File: src/rtl/pc_sequencer.sv
// PC sequencer: fetch-address generator with boot, run, flush and halt states.
// Drives pc, memory select and a registered fetch_valid to the fetch stage.
module pc_sequencer #(
    parameter logic [15:0] RESET_PC = 16'h0000,
    parameter logic [15:0] PC_STEP  = 16'd4
) (
    input  logic        clk,
    input  logic        reset,
    input  logic        stall,
    input  logic        branch,
    input  logic [15:0] branch_target,
    input  logic        branch_to_ram,
    input  logic        halt,
    input  logic        resume,
    output logic [15:0] pc,
    output logic        execute_from_ram,
    output logic        fetch_valid,
    output logic [1:0]  state,
    output logic [15:0] retired_count
);

    typedef enum logic [1:0] {
        BOOT   = 2'b00,
        RUN    = 2'b01,
        FLUSH  = 2'b10,
        HALTED = 2'b11
    } seq_state_t;

    seq_state_t  state_q;
    seq_state_t  state_d;
    logic [15:0] pc_q;
    logic [15:0] pc_d;
    logic        ram_q;
    logic        ram_d;
    logic        valid_q;
    logic        valid_d;
    logic [15:0] count_q;
    logic [15:0] count_d;
    logic        consume;

    // State, pc, memory select, valid flag and retire counter registers
    always_ff @(posedge clk or posedge reset) begin
        if (reset) begin
            state_q <= BOOT;
            pc_q    <= RESET_PC;
            ram_q   <= 1'b0;
            valid_q <= 1'b0;
            count_q <= 16'h0000;
        end else begin
            state_q <= state_d;
            pc_q    <= pc_d;
            ram_q   <= ram_d;
            valid_q <= valid_d;
            count_q <= count_d;
        end
    end

    // Next-state logic; in RUN the priority is halt, branch, stall, advance
    always_comb begin
        state_d = state_q;
        pc_d    = pc_q;
        ram_d   = ram_q;
        consume = 1'b0;
        unique case (state_q)
            BOOT: begin
                state_d = RUN;
            end
            RUN: begin
                if (halt) begin
                    state_d = HALTED;
                    consume = 1'b1;
                end else if (branch) begin
                    state_d = FLUSH;
                    pc_d    = {branch_target[15:2], 2'b00};
                    ram_d   = branch_to_ram;
                    consume = 1'b1;
                end else if (!stall) begin
                    pc_d    = pc_q + PC_STEP;
                    consume = 1'b1;
                end
            end
            FLUSH: begin
                state_d = RUN;
            end
            HALTED: begin
                if (resume) begin
                    state_d = RUN;
                end
            end
            default: begin
                state_d = BOOT;
            end
        endcase
        valid_d = (state_d == RUN);
        count_d = consume ? count_q + 16'd1 : count_q;
    end

    assign pc               = pc_q;
    assign execute_from_ram = ram_q;
    assign fetch_valid      = valid_q;
    assign state            = state_q;
    assign retired_count    = count_q;

endmodule

File: config.mk
export PLATFORM = sky130hd
export DESIGN_NAME = pc_sequencer
export DESIGN_NICKNAME = d
export VERILOG_FILES = /design/src/rtl/pc_sequencer.sv
export SDC_FILE = /design/constraint.sdc
export NUM_CORES = 1
export LEC_CHECK = 0
export CAP_MARGIN = 20
export CORE_MARGIN = 10
export CORE_UTILIZATION = 49
export DETAILED_ROUTE_END_ITERATION = 8
export PLACE_DENSITY = 0.92
export SLEW_MARGIN = 30
export SYNTH_ARGS = -nofsm -noshare
export SYNTH_HDL_FRONTEND = slang
export SYNTH_SLANG_ARGS = --single-unit
File: constraint.sdc
create_clock -name clk -period 3.8 [get_ports clk]
set_input_delay 0.38 -clock clk [delete_from_list [all_inputs] [get_ports clk]]
set_output_delay 0.38 -clock clk [all_outputs]
set_load 0.1 [all_outputs]
==> results.json <==
{
  "timing.final.crit_share_pct": 61.94,
  "synth_edf_count": 0,
  "synth-seq-cells": 34,
  "required_ns": 3.42,
  "synth.distinct_cells": 47,
  "reg2reg_from": "state[1]",
  "setup-tns-final_ns": 0,
  "first_pass_iters": 4,
  "postRouteWirelength_mm": 4.548,
  "grt_usage_pct": 14.93,
  "core.rowCount": 21,
  "die_h_um": 80.68,
  "finalInstanceArea_um2": 2464,
  "design.die.area_um2": 6509,
  "core-area_um2": 3442,
  "placedInstanceArea_um2": 2372,
  "grt_pass1_vias": 1657,
  "setup_ws_ns": 1.446,
  "cts_tree": "yes",
  "cpPeakStageDelay_ns": 1.20,
  "clockBufferDepth": 2,
  "dp_hpwl_mm": 3.381,
  "end_kind": "output pin",
  "postRouteAntennaNets": 0,
  "cts.sinks": 34,
  "ctsHoldBuffers": 0,
  "antenna_cells": 0,
  "routed_via_density": 5.649,
  "grt_max_degree": 27,
  "drv_slew": 0,
  "vdd_drop_max_uv": 383.3,
  "gp_congestion": 0.8477,
  "cpLargestDelayFamily": "buffers and inverters",
  "worst-path-buf-inv": 1,
  "port_buffers": 54,
  "via_count": 1593,
  "drt-wirelength-per-cell_um": 16.13,
  "hold_violations": 0,
  "fin_skew_ns": 0.004926,
  "pin_count": 59,
  "final_layout_size_suffix_gt1_share_pct": 7.627,
  "drt_first_iter_violations": 53,
  "start_util_pct": 52.42,
  "final_util_pct": 71.57,
  "cts_buffers": 5,
  "cp_max_fo": 9,
  "ys.warnings.count": 0,
  "leakagePower_nw": 0.9951,
  "route.detailed.drc": 0,
  "drv_cap": 0,
  "area_growth_syn_to_layout_pct": 36.55,
  "ys_async_sr_fraction_pct": 100.0,
  "path_clk_slew_ns": 0.07,
  "worstSkewPairLatency_ns": 0.29,
  "overflow": 0,
  "grt_antenna_before_repair": 0,
  "cts_root_buf": "clkbuf_8",
  "status": "finished, final reports clean",
  "syn_area_per_cell_um2": 10.08,
  "yosysSeqAreaShare_pct": 47.16,
  "synth_ff_type": "dfrtp_1",
  "rsz0062_at_grt": "false",
  "place_ws_ns": 1.315,
  "hold_class": "in -> async",
  "die_w_um": 80.68,
  "cp.arrival_ns": 1.97,
  "finalSetupViolCount": 0,
  "syn_area_um2": 1804,
  "startpoint_type": "register",
  "ctsResizeCount": 0,
  "p_per_area_nw_per_um2": 767.0,
  "nNetsFinal": 260,
  "path_class": "reg -> out",
  "cp_cell_sequence": "clkdlybuf4s50_1",
  "slowest_stage": "clkdlybuf4s50_1",
  "post-cts-setup-buffer-count": 0,
  "cts_max_level": 2,
  "grt_pass1_wl_mm": 7.776,
  "cp-startpoint": "pc[10]",
  "final.min_clock_period_ns": 2.354,
  "postSynthCellCount": 179,
  "worstMarginPinSlew_ns": 1.007,
  "max_freq_ghz": 0.4249,
  "relSlewSlack_pct": 32.65
}
==> final cells by class <==
type                            instances  area, um^2
Fill cell                             262       978.4
Multi-Input combinational cell        129       874.6
Sequential cell                        34       850.8
Timing Repair Buffer                   56       555.5
Clock buffer                            7       86.33
Tap cell                               46       57.56
Inverter                                9       33.78
Clock inverter                          1       5.005
==> layout by cell type (no fill, tap or decap), types with 2 or more instances in the layout <==
cell	count
a21oi_1	5
a22oi_1	2
and3_1	4
and4_1	6
buf_4	2
clkbuf_8	6
clkdlybuf4s50_1	54
conb_1	2
dfrtp_1	34
ha_1	2
inv_1	7
mux2_2	2
mux2i_1	2
nand2_1	17
nand3_1	9
nand4_1	7
nor2_1	10
nor3_1	10
nor4_1	6
o21ai_0	3
o21ai_1	2
o22ai_1	3
o2bb2ai_1	2
o32ai_1	2
xnor2_1	13
xor2_1	2
==> power by group <==
group | switching (W) | internal, W | leakage, nW
combinational | 0.000795 | 0.000254 | 0.515
sequential | 0.000119 | 0.000447 | 0.432
clock | 0.000129 | 0.000146 | 0.0482
total | 0.00104 | 0.000847 | 0.995
==> state kept, by name, summed over array words and instances, names as in the netlist <==
register / cells
state: 2
execute_from_ram: 1
pc: 14
retired_count: 16
fetch_valid: 1
==> synth_stat cells, types with 3 or more instances <==
cell     number  area (um^2)
nor2_1       10        37.54
nand2_1      17        63.81
and4_1        6        52.55
o21ai_0       3        15.01
nor4_1        6        37.54
dfrtp_1      34        850.8
inv_1         8        30.03
o22ai_1       3        18.77
a21oi_1       5        25.02
nand4_1       7        43.79
xnor2_1      13        113.9
and3_1        4        25.02
nor3_1       10        50.05
nand3_1       9        45.04
buf_2         3        15.01
==> worst reg2reg max path, delay by kind of cell, from the launching register on <==
kind          cells  cell delay, ns
simple gates      2            1.07
flops             1            0.43
mux               1            0.36
==> path summary, 6_finish.rpt <==
kind | end | slack (ns) | depth (start not counted)
max | pc[10] | 1.45 | 1
min | state[0] | 0.46 | 2
max reg2reg | execute_from_ram | 1.84 | 3
min reg2reg | retired_count[15] | 0.48 | 1
max in group asynchronous | pc[6] | 2.80 | 3
min in group clk | retired_count[15] | 0.48 | 1
==> cells by family after synthesis <==
logic type | Yosys count | synth area share, %
buf+inv | 17 | 4.576
flops | 34 | 47.16
other cells | 1 | 0.2078
simple gates | 76 | 24.48
mux | 4 | 2.358
xor+xnor | 15 | 7.282
compound gates | 30 | 12.55
fa+ha+maj | 2 | 1.387
==> through the flow <==
| step | hold WS, ns | cells | total power, W |
|---|---|---|---|
| 2_1_floorplan | 0.5216 | 180 | 0.001365 |
| 3_3_place_gp | 0.4596 | 274 | 0.001606 |
| 3_5_place_dp | 0.4767 | 274 | 0.001626 |
| 4_1_cts | 0.4898 | 282 | 0.001909 |
| 5_1_grt | 0.5103 | 282 | 0.001976 |
| 6_report | 0.4610 | 282 | 0.001890 |
==> per-layer routing <==
| metal | part of all wire, % | track usage, % | vias to the layer above |
|---|---|---|---|
| li1 | - | - | 771 |
| met1 | 41 | 16.94 | 757 |
| met2 | 49 | 24.44 | 63 |
| met3 | 9.7 | 6.236 | 2 |
| met4 | 0.26 | 5.536 | 0 |
| met5 | 0 | 0 | - |
Power figures use the tool's default switching activity.
